$ cat src/rtl/game_state_sequencer.sv
// ---------------------------------------------------------------------------
// game_state_sequencer
//
// Frame-rate game sequencer that sits downstream of the collision controller.
// During a frame it collects per-pixel hit and door strobes into pending
// flags. It applies them once per frame, on the clock edge where startOfFrame
// is high (the "commit"). The block owns lives, per-player invulnerability
// windows, the level index and the top-level game FSM.
//
// Optional feature (compile-time macro):
//   TWO_PLAYER_EN  defined   -> player 2 is fully tracked; the game ends
//                               only when both players are out of lives.
//                  undefined -> player2_hit is ignored; lives2 and
//                               player2_invulnerable stay at 0.
//
// Ports
//   clk                   in   system clock
//   reset                 in   asynchronous reset, active-high
//   startOfFrame          in   one-cycle pulse per frame (commit point)
//   start_game            in   one-cycle key pulse
//   player_hit            in   per-pixel hit strobe, player 1
//   player2_hit           in   per-pixel hit strobe, player 2
//   player_door_idol      in   per-pixel strobe, player on the exit door
//   game_state     [2:0]  out  0 IDLE, 1 PLAY, 2 LEVEL_DONE, 3 DYING,
//                              4 GAME_OVER, 5 WIN (also the FSM debug view)
//   lives1, lives2 [2:0]  out  remaining lives
//   player_invulnerable   out  player 1 invulnerability counter != 0
//   player2_invulnerable  out  player 2 invulnerability counter != 0
//   level          [1:0]  out  current level index
//   level_load            out  one-cycle pulse: load the map for `level`
//   freeze                out  high in every state except PLAY
//
// All outputs come straight from registers.
// ---------------------------------------------------------------------------
module game_state_sequencer #(
    parameter int LIVES_INIT    = 3,   // 1..7
    parameter int INVULN_FRAMES = 60,  // >= 1
    parameter int DEATH_FRAMES  = 45,  // >= 1
    parameter int LEVEL_COUNT   = 3    // 1..4
) (
    input  logic       clk,
    input  logic       reset,
    input  logic       startOfFrame,
    input  logic       start_game,
    input  logic       player_hit,
    input  logic       player2_hit,
    input  logic       player_door_idol,
    output logic [2:0] game_state,
    output logic [2:0] lives1,
    output logic [2:0] lives2,
    output logic       player_invulnerable,
    output logic       player2_invulnerable,
    output logic [1:0] level,
    output logic       level_load,
    output logic       freeze
);

    // -----------------------------------------------------------------------
    // Configuration
    // -----------------------------------------------------------------------
`ifdef TWO_PLAYER_EN
    localparam logic P2_EN = 1'b1;
`else
    localparam logic P2_EN = 1'b0;
`endif

    localparam int INV_W = $clog2(INVULN_FRAMES + 1);
    localparam int DTH_W = $clog2(DEATH_FRAMES + 1);

    localparam logic [INV_W-1:0] INV_LOAD   = INV_W'(INVULN_FRAMES);
    localparam logic [INV_W-1:0] INV_ONE    = INV_W'(1);
    localparam logic [DTH_W-1:0] DTH_LOAD   = DTH_W'(DEATH_FRAMES);
    localparam logic [DTH_W-1:0] DTH_ONE    = DTH_W'(1);
    localparam logic [2:0]       LIVES_LOAD = 3'(LIVES_INIT);
    localparam logic [1:0]       LAST_LEVEL = 2'(LEVEL_COUNT - 1);

    // Player 2 loads resolve to zero when player 2 is not tracked, so its
    // lives and invulnerability window never leave zero.
    localparam logic [2:0]       LIVES2_LOAD = P2_EN ? LIVES_LOAD : 3'd0;
    localparam logic [INV_W-1:0] INV2_LOAD   = P2_EN ? INV_LOAD : '0;

    // -----------------------------------------------------------------------
    // FSM encoding (value is exported on game_state)
    // -----------------------------------------------------------------------
    localparam logic [2:0] ST_IDLE       = 3'd0;
    localparam logic [2:0] ST_PLAY       = 3'd1;
    localparam logic [2:0] ST_LEVEL_DONE = 3'd2;
    localparam logic [2:0] ST_DYING      = 3'd3;
    localparam logic [2:0] ST_GAME_OVER  = 3'd4;
    localparam logic [2:0] ST_WIN        = 3'd5;

    // -----------------------------------------------------------------------
    // State
    // -----------------------------------------------------------------------
    logic [2:0]       state_q,  state_d;
    logic [2:0]       lives1_q, lives1_d;
    logic [2:0]       lives2_q, lives2_d;
    logic [INV_W-1:0] inv1_q,   inv1_d;
    logic [INV_W-1:0] inv2_q,   inv2_d;
    logic [DTH_W-1:0] death_q,  death_d;
    logic [1:0]       level_q,  level_d;
    logic             load_q,   load_d;
    logic             freeze_q, freeze_d;
    logic             inv1_flag_q, inv2_flag_q;
    logic             hit1_p_q, hit1_p_d;
    logic             hit2_p_q, hit2_p_d;
    logic             door_p_q, door_p_d;

    // Strobe / commit protocol: there is no valid/ready handshake here.
    // A strobe is any cycle with the input high. It is captured into its
    // pending flag at the end of that cycle. The flag is consumed at the next
    // edge with startOfFrame high. A strobe in the commit cycle itself lands
    // in the flag for the following frame.
    logic commit;
    logic p2_hit_strobe;
    logic stay_in_play;
    logic set_hit1, set_hit2, set_door;

    assign commit        = startOfFrame;
    assign p2_hit_strobe = player2_hit & P2_EN;

    // -----------------------------------------------------------------------
    // Next-state logic
    // -----------------------------------------------------------------------
    always_comb begin
        state_d  = state_q;
        lives1_d = lives1_q;
        lives2_d = lives2_q;
        inv1_d   = inv1_q;
        inv2_d   = inv2_q;
        death_d  = death_q;
        level_d  = level_q;
        load_d   = 1'b0;

        unique case (state_q)
            ST_IDLE: begin
                if (start_game) begin
                    state_d  = ST_PLAY;
                    lives1_d = LIVES_LOAD;
                    lives2_d = LIVES2_LOAD;
                    level_d  = 2'd0;
                    inv1_d   = INV_LOAD;
                    inv2_d   = INV2_LOAD;
                    load_d   = 1'b1;
                end
            end

            ST_PLAY: begin
                if (commit) begin
                    // Windows age first. A hit in this frame then reloads a
                    // full window, so the window counts from the commit that
                    // took the life.
                    inv1_d = (inv1_q != '0) ? (inv1_q - INV_ONE) : '0;
                    inv2_d = (inv2_q != '0) ? (inv2_q - INV_ONE) : '0;

                    if (hit1_p_q && (lives1_q != 3'd0)) begin
                        lives1_d = lives1_q - 3'd1;
                        inv1_d   = INV_LOAD;
                    end
                    if (hit2_p_q && (lives2_q != 3'd0)) begin
                        lives2_d = lives2_q - 3'd1;
                        inv2_d   = INV2_LOAD;
                    end

                    // lives2_d is always 0 in single-player builds, so only
                    // player 1 decides the death in that case. A death takes
                    // priority over a door seen in the same frame.
                    if ((lives1_d == 3'd0) && (lives2_d == 3'd0)) begin
                        state_d = ST_DYING;
                        death_d = DTH_LOAD;
                    end else if (door_p_q) begin
                        state_d = ST_LEVEL_DONE;
                    end
                end
            end

            ST_LEVEL_DONE: begin
                if (commit) begin
                    if (level_q == LAST_LEVEL) begin
                        state_d = ST_WIN;
                    end else begin
                        state_d = ST_PLAY;
                        level_d = level_q + 2'd1;
                        inv1_d  = INV_LOAD;
                        inv2_d  = INV2_LOAD;
                        load_d  = 1'b1;
                    end
                end
            end

            ST_DYING: begin
                if (commit) begin
                    death_d = (death_q != '0) ? (death_q - DTH_ONE) : '0;
                    if (death_d == '0) begin
                        state_d = ST_GAME_OVER;
                    end
                end
            end

            ST_GAME_OVER, ST_WIN: begin
                if (start_game) begin
                    state_d = ST_IDLE;
                end
            end

            default: begin
                state_d = ST_IDLE;
            end
        endcase
    end

    // -----------------------------------------------------------------------
    // Pending flags
    // -----------------------------------------------------------------------
    // A strobe counts only if the game is in PLAY now and stays there. It
    // also needs the player to be alive and not invulnerable after this edge.
    // Using the post-edge values stops a strobe in the commit cycle from
    // arming a hit that the same commit has just covered with a new window.
    always_comb begin
        stay_in_play = (state_q == ST_PLAY) && (state_d == ST_PLAY);
        set_hit1     = stay_in_play && player_hit &&
                       (inv1_d == '0) && (lives1_d != 3'd0);
        set_hit2     = stay_in_play && p2_hit_strobe &&
                       (inv2_d == '0) && (lives2_d != 3'd0);
        set_door     = stay_in_play && player_door_idol;

        hit1_p_d = (commit ? 1'b0 : hit1_p_q) | set_hit1;
        hit2_p_d = (commit ? 1'b0 : hit2_p_q) | set_hit2;
        door_p_d = (commit ? 1'b0 : door_p_q) | set_door;

        freeze_d = (state_d != ST_PLAY);
    end

    // -----------------------------------------------------------------------
    // Registers
    // -----------------------------------------------------------------------
    always_ff @(posedge clk or posedge reset) begin
        if (reset) begin
            state_q     <= ST_IDLE;
            lives1_q    <= 3'd0;
            lives2_q    <= 3'd0;
            inv1_q      <= '0;
            inv2_q      <= '0;
            death_q     <= '0;
            level_q     <= 2'd0;
            load_q      <= 1'b0;
            freeze_q    <= 1'b1;
            inv1_flag_q <= 1'b0;
            inv2_flag_q <= 1'b0;
            hit1_p_q    <= 1'b0;
            hit2_p_q    <= 1'b0;
            door_p_q    <= 1'b0;
        end else begin
            state_q     <= state_d;
            lives1_q    <= lives1_d;
            lives2_q    <= lives2_d;
            inv1_q      <= inv1_d;
            inv2_q      <= inv2_d;
            death_q     <= death_d;
            level_q     <= level_d;
            load_q      <= load_d;
            freeze_q    <= freeze_d;
            inv1_flag_q <= (inv1_d != '0);
            inv2_flag_q <= (inv2_d != '0);
            hit1_p_q    <= hit1_p_d;
            hit2_p_q    <= hit2_p_d;
            door_p_q    <= door_p_d;
        end
    end

    // -----------------------------------------------------------------------
    // Outputs
    // -----------------------------------------------------------------------
    assign game_state           = state_q;
    assign lives1               = lives1_q;
    assign lives2               = lives2_q;
    assign player_invulnerable  = inv1_flag_q;
    assign player2_invulnerable = inv2_flag_q;
    assign level                = level_q;
    assign level_load           = load_q;
    assign freeze               = freeze_q;

endmodule

$ cat config.mk
export PLATFORM = sky130hd
export DESIGN_NAME = game_state_sequencer
export DESIGN_NICKNAME = d
export VERILOG_FILES = /design/src/rtl/game_state_sequencer.sv
export SDC_FILE = /design/constraint.sdc
export NUM_CORES = 1
export LEC_CHECK = 0
export ABC_AREA = 1
export CAP_MARGIN = 20
export CELL_PAD_IN_SITES_DETAIL_PLACEMENT = 1
export CELL_PAD_IN_SITES_GLOBAL_PLACEMENT = 2
export CORE_ASPECT_RATIO = 2
export CORE_UTILIZATION = 32
export DETAILED_ROUTE_END_ITERATION = 8
export HOLD_SLACK_MARGIN = 0.03
export PLACE_DENSITY_LB_ADDON = 0.1
export SYNTH_ARGS = -nofsm -noshare
export SYNTH_HDL_FRONTEND = slang
export SYNTH_SLANG_ARGS = --single-unit
$ cat constraint.sdc
create_clock -name clk -period 2.1 [get_ports clk]
set_input_delay 0.21 -clock clk [delete_from_list [all_inputs] [get_ports clk]]
set_output_delay 0.21 -clock clk [all_outputs]
set_load 0.05 [all_outputs]
## Word level (Yosys, flattened, before mapping)

Index checks and enable logic that the tools add are counted.

| word-level totals | value |
|---|---|
| register bits after elaboration | 35 |
| output and inout port bits | 15 |
| word-level logic and storage cells | 109 |

| operators by class | value |
|---|---|
| $add $sub $neg | 5 |
| equal/unequal tests | 14 |
| multiplexer cells | 49 |
| bitwise operators | 2 |
| reductions and logical operators | 26 |

Operators by type and width:

| operator | number |
|---|---|
| $mux W6 | 15 |
| $mux W3 | 18 |
| $pmux W6 S3 | 2 |
| $reduce_bool A6 Y1 | 5 |
| $sub A6 B1 Y6 const B | 3 |
| $pmux W3 S5 | 1 |
| $logic_not A6 Y1 | 2 |
| $ne A2 B2 Y1 const B | 6 |
| $pmux W3 S2 | 2 |
| $pmux W6 S2 | 1 |
| $logic_not A3 Y1 | 3 |
| $reduce_and A4 Y1 | 2 |
| $logic_and A1 B1 Y1 | 7 |
| $eq A3 B1 Y1 const B | 2 |
| $eq A3 B2 Y1 const B | 2 |
| $eq A3 B3 Y1 const B | 2 |
| $mux W2 | 3 |
| $reduce_bool A2 Y1 | 3 |
| $reduce_bool A3 Y1 | 2 |
| $mux W1 | 5 |
| $pmux W2 S2 | 1 |
| $ne A3 B1 Y1 const B | 1 |
| $reduce_and A3 Y1 | 1 |
| $sub A3 B1 Y3 const B | 1 |
| other kinds (5) | 6 |

## Depth between registers and ports, before layout

| depth | value |
|---|---|
| depth after elaboration | 16 |
| mapped depth | 15 |

## Worst setup path after synthesis

No wires, ideal clock.

| timing | value |
|---|---|
| kind | flip-flop to flip-flop |
| start | reg lives1_q[0] (netlist: lives1[0]) |
| end | reg death_q[2] |
| setup time | 125 ps |
| arrival | 1984 ps |
| data required time | 1975 ps |
| slack | -9 ps |
| cell stages (with the launch flop) | 13 |
| path buffers | 0 |
| period minus slack after synthesis | 2109 ps |
| path through | dfrtp_1 > inv_1 > ha_1 > nand2_1 > nand2_1 > nand2_1 > nand2_1 > nand4_1 > inv_1 > o21ai_0 > inv_1 > nor2_1 > a21oi_1 |

| on the way | value |
|---|---|
| longest elaborated chain between the ends | 9 |
| elaborated cells between the ends (all ways) | 10 |

Ends and longest elaborated chain:

| item | RTL line | RTL |
|---|---|---|
| from (decl) | 96 | `logic [2:0] lives1_q, lives1_d;` |
| from (signal assigned) | 255 | `lives1_q <= lives1_d;` |
| branches (longest 2 deep; another with $sub A3 B1 Y3) | n/a |  |
| $mux W3 * | 156 | `if (hit1_p_q && (lives1_q != 3'd0)) begin` |
| $mux W3 * | 149 | `if (commit) begin` |
| $mux W3 * | 135 | `unique case (state_q)` |
| $logic_not A3 Y1 * | 168 | `if ((lives1_d == 3'd0) && (lives2_d == 3'd0)) begin` |
| $logic_and A1 B1 Y1 * | 168 |  |
| $ne A2 B2 Y1 (no line) * | n/a |  |
| $reduce_and A4 Y1 (no line) * | n/a |  |
| to (signal assigned) | 259 | `death_q <= death_d;` |
| to (decl) | 100 | `logic [DTH_W-1:0] death_q, death_d;` |

Mark *: on every way between the ends. The select of a mux whose other input is x is not followed.
A chain may end at the register's enable or synchronous reset.

## Final worst setup path

| timing | value |
|---|---|
| start | reg lives1_q[0] (netlist: lives1[0]) |
| end | reg hit1_p_q |

| on the way | value |
|---|---|
| elaborated cells between the ends (all ways) | 25 |

RTL lines:

| item | RTL line | RTL |
|---|---|---|
| $reduce_bool A3 Y1 | 156 |  |
| $logic_and A1 B1 Y1 | 156 |  |
| $mux W6 | 156 |  |
| $mux W6 | 149 |  |
| $pmux W6 S3 | 135 |  |
| named net inv1_d[5] | 98 | `logic [INV_W-1:0] inv1_q, inv1_d;` |
| $logic_not A6 Y1 | 222 | `(inv1_d == '0) && (lives1_d != 3'd0);` |
| $logic_and A1 B1 Y1 | 221 | `set_hit1 = stay_in_play && player_hit &&` |
| $logic_and A1 B1 Y1 | 222 |  |
| $or A1 B1 Y1 | 227 | `hit1_p_d = (commit ? 1'b0 : hit1_p_q) \| set_hit1;` |
| named net hit1_p_d | 105 | `logic hit1_p_q, hit1_p_d;` |
| to (signal assigned) | 265 | `hit1_p_q <= hit1_p_d;` |
| to (decl) | 105 |  |

The timed path passes the listed nets, and every way through them passes these cells. The select of a mux whose other input is x is not followed.

==> flow_summary_export.csv <==
group,metric,value,unit
cts,cts_sinks,32,
timing,fmax,0.512,GHz
power_and_ir_drop,power.density,1500,nW/um^2
status,outcome,"complete, no violations",
timing,worstMarginPinSlew,0.505,ns
synthesis,synth_xor_area_share,0.397,%
final_layout,num_antenna_cells,0,
floorplanning,die_h,119,um
timing,relSlewSlack,66.3,%
timing,maxSlewViolCount,0,
final_layout,drive_gt1_share,18.9,%
critical_path,crit_required,2.32,ns
critical_path,r2r_start,"lives1[0]$_DFF_PP0_",
synthesis,yosysTopAreaCell,"dfrtp_1",
critical_path,reg2reg_slack,0.15,ns
critical_path,cp-endpoint,"hit1_p_q$_DFF_PP0_",
placement,dp_hpwl,5440,um
timing,finClkSkew,0.00430,ns
detailed_routing,route.detailed.drc,0,
floorplanning,die_w,60.7,um
power_and_ir_drop,irDropWorstVdd,0.631,mV
critical_path,criticalPathCategory,"reg2reg",
cts,cts_made_buffers,5,
critical_path,reg2reg_to,"hit1_p_q$_DFF_PP0_",
timing,setup_viol,0,
synthesis,synth_top_area_share,35.1,%
synthesis,ys_seq_area_share,36.3,%
grt,antenna_found_initial,0,
synthesis,syn_area_per_cell,6.90,sq um
timing,timing.final.crit_period,1.95,ns
critical_path,crit_slowest_cell,"dfrtp_2",
grt,grt_pass1_wl,11000,um
power_and_ir_drop,seqPwrFrac,25.2,%
synthesis,netlist_area,2210,sq um
critical_path,path_cells,"inv_1 -> ha_1 -> nand2_2 -> nand2_4 -> nand2_1 -> inv_1 -> nand3_1 -> nand2_1 -> nand3_1 -> nor2_1 -> nand3_2 -> nor2_1 -> nand3_1 -> nand2_1",
detailed_routing,wire_per_inst,14.9,um
grt,grt_start_max_net_pins,33,
placement,preCtsSetupSlack,0.0284,ns
placement,gp_congestion,0.772,
floorplanning,core_area,6620,sq um
synthesis,ys_ff_latch,32,
cts,cts_tree,"yes",
critical_path,worstPathArrival,2.17,ns
critical_path,slowest_delay,0.39,ns
cts,cts-root-buf,"clkbuf_16",
power_and_ir_drop,p_leak,1.48,nW
synthesis,netlist_instances,320,
power_and_ir_drop,p_int,2.22,mW
synthesis,synth-adder-area-share,3.97,%
timing,worst_slack,0.147,ns
detailed_routing,routed_via_density,4.88,
final_layout,layout_commonest_cell,"nand2_1",
flow_run,drv_cap,0,
final_layout,layout_common_cells,"nand2_1, inv_1, nor2_1, dfrtp_1, nand3_1",
critical_path,critPathLaunchType,"flip-flop",
floorplanning,ios,22,
synthesis,yosysWarnings,0,
critical_path,ff2ff_path_depth,14,
cts,insertion_delay,0.28,ns
cts,hold_buffers,0,
detailed_routing,drt_iter0_markers,39,
critical_path,critPathCaptureType,"flip-flop",
timing,hold_slack,0.323,ns
cts,clockBufferDepth,2,
detailed_routing,vias,2209,
grt,overflow,0,
power_and_ir_drop,p_clk_share,18.2,%
synthesis,ys_types,33,
grt,grt_pass1_vias,2421,
worst_hold_path,min_path_type,"in2async",
cts,clk_pin_slew,0.05,ns
detailed_routing,ant_nets,0,
synthesis,synth_mux_area_share,0.510,%
detailed_routing,firstDrtPassIters,4,
final_layout,syn_to_final_growth,28.6,%
timing,hold_viol_final,0,
timing,fin_crit_sh,93.0,%
floorplanning,rows,42,
floorplanning,dieArea,7260,sq um
synthesis,synth_area_leaders,"dfrtp_1, nand2_1, inv_1, nor2_1, nand3_1",
synthesis,synth_compound_gate_area_share,10.9,%
detailed_routing,drt-total-wl,6740,um
power_and_ir_drop,switching_share,47.7,%
floorplanning,initial_utilization,33.4,%
placement,port_buffers,17,
critical_path,crit_start,"lives1[0]$_DFF_PP0_",
synthesis,synth_top_family_by_area,"simple AND/OR/NAND/NOR gates",
critical_path,crit_fanout,4,
final_layout,nets,378,
grt,grt_usage,20.9,%
cts,ctsHtreeMaxLevel,2,
power_and_ir_drop,switching_power,2.03,mW
synthesis,yosys.area_share.simple,36.5,%
power_and_ir_drop,combPwrFrac,56.6,%
critical path, delay by kind of cell (launching register included):
family                   cells  cell delay [ns]
AND/OR/NAND/NOR             11             1.13
flip-flops                   1             0.39
buffers and inverters        2             0.22
adder cells (fa/ha/maj)      1             0.16
registers in the layout, summed over array words and instances (netlist names), 2 cells and up:
name and cells:
level 2, lives1 3, death_q 6, inv2_q 6, inv1_q 6, game_state 3
per-stage QoR:
stage               power (mW)  instance area [sq um]   TNS, ns  util, %  cells
global route              4.62                   2840  -0.00146     42.9    453
finish                    4.25                   2840         0     42.9    453
detailed placement        3.47                   2620         0     39.6    443
global placement          3.43                   2620         0     39.6    443
CTS                       4.27                   2780         0     42.0    451
floorplan                 2.67                   2220         0        -    322
kinds of logic after synthesis:
| kind of cell | after synthesis |
|---|---|
| AO/OA/AOI/OAI | 44 |
| XOR/XNOR | 1 |
| adder cells (fa/ha/maj) | 7 |
| buffers and inverters | 62 |
| flip-flops | 32 |
| multiplexers | 1 |
| other | 1 |
| AND/OR/NAND/NOR | 172 |
power groups by stage:
stage / clock [mW] / sequential (mW) / combinational (mW)
global route: 0.814 / 1.10 / 2.70
floorplan: 0 / 1.24 / 1.43
detailed placement: 0 / 1.08 / 2.39
global placement: 0 / 1.08 / 2.35
CTS: 0.795 / 1.08 / 2.40
finish: 0.774 / 1.07 / 2.41
cell usage after synthesis (all sizes together):
master	count
nand3b	2
inv	57
ha	7
nand2	82
xor2	1
conb	1
nor3	5
mux2	1
o22ai	2
or2	1
buf	3
o21ai	23
nor2	45
nand3	33
clkbuf	1
o32ai	1
nand4	4
o31ai	3
clkinv	1
dfstp	1
a22oi	1
dfrtp	31
a21oi	14
how the worst min path moves through the flow:
stage,start,end,slack [ns],cells past startpoint
2_1_floorplan,reset,death_q[0]$_DFFE_PP0P_,0.33,1
3_3_place_gp,door_p_q$_DFF_PP0_,door_p_q$_DFF_PP0_,0.50,2
3_5_place_dp,door_p_q$_DFF_PP0_,door_p_q$_DFF_PP0_,0.50,2
4_1_cts,reset,lives1[2]$_DFF_PP0_,0.35,3
5_1_grt,reset,lives1[2]$_DFF_PP0_,0.39,3
6_report,reset,lives1[2]$_DFF_PP0_,0.32,3
cell type report:
| cell class | instances | area [sq um] |
|---|---|---|
| tap | 88 | 110 |
| multi-input combinational | 228 | 1210 |
| inverter | 58 | 223 |
| timing repair buffer | 39 | 335 |
| clock buffer | 8 | 156 |
| fill | 903 | 3780 |
| sequential | 32 | 803 |
routing by layer:
metal,track usage (%),up-vias,wire [um]
met5,0,-,0
met4,8.38,0,176
li1,-,1097,-
met1,19.0,1079,2370
met2,41.8,23,4080
met3,3.15,10,106
what timing repair did:
item	4_1_cts	5_1_grt
buffers inserted	0	2
gates resized for setup	0	14
endpoints found under the setup margin	0	3
(Power assumes the default switching activity.)
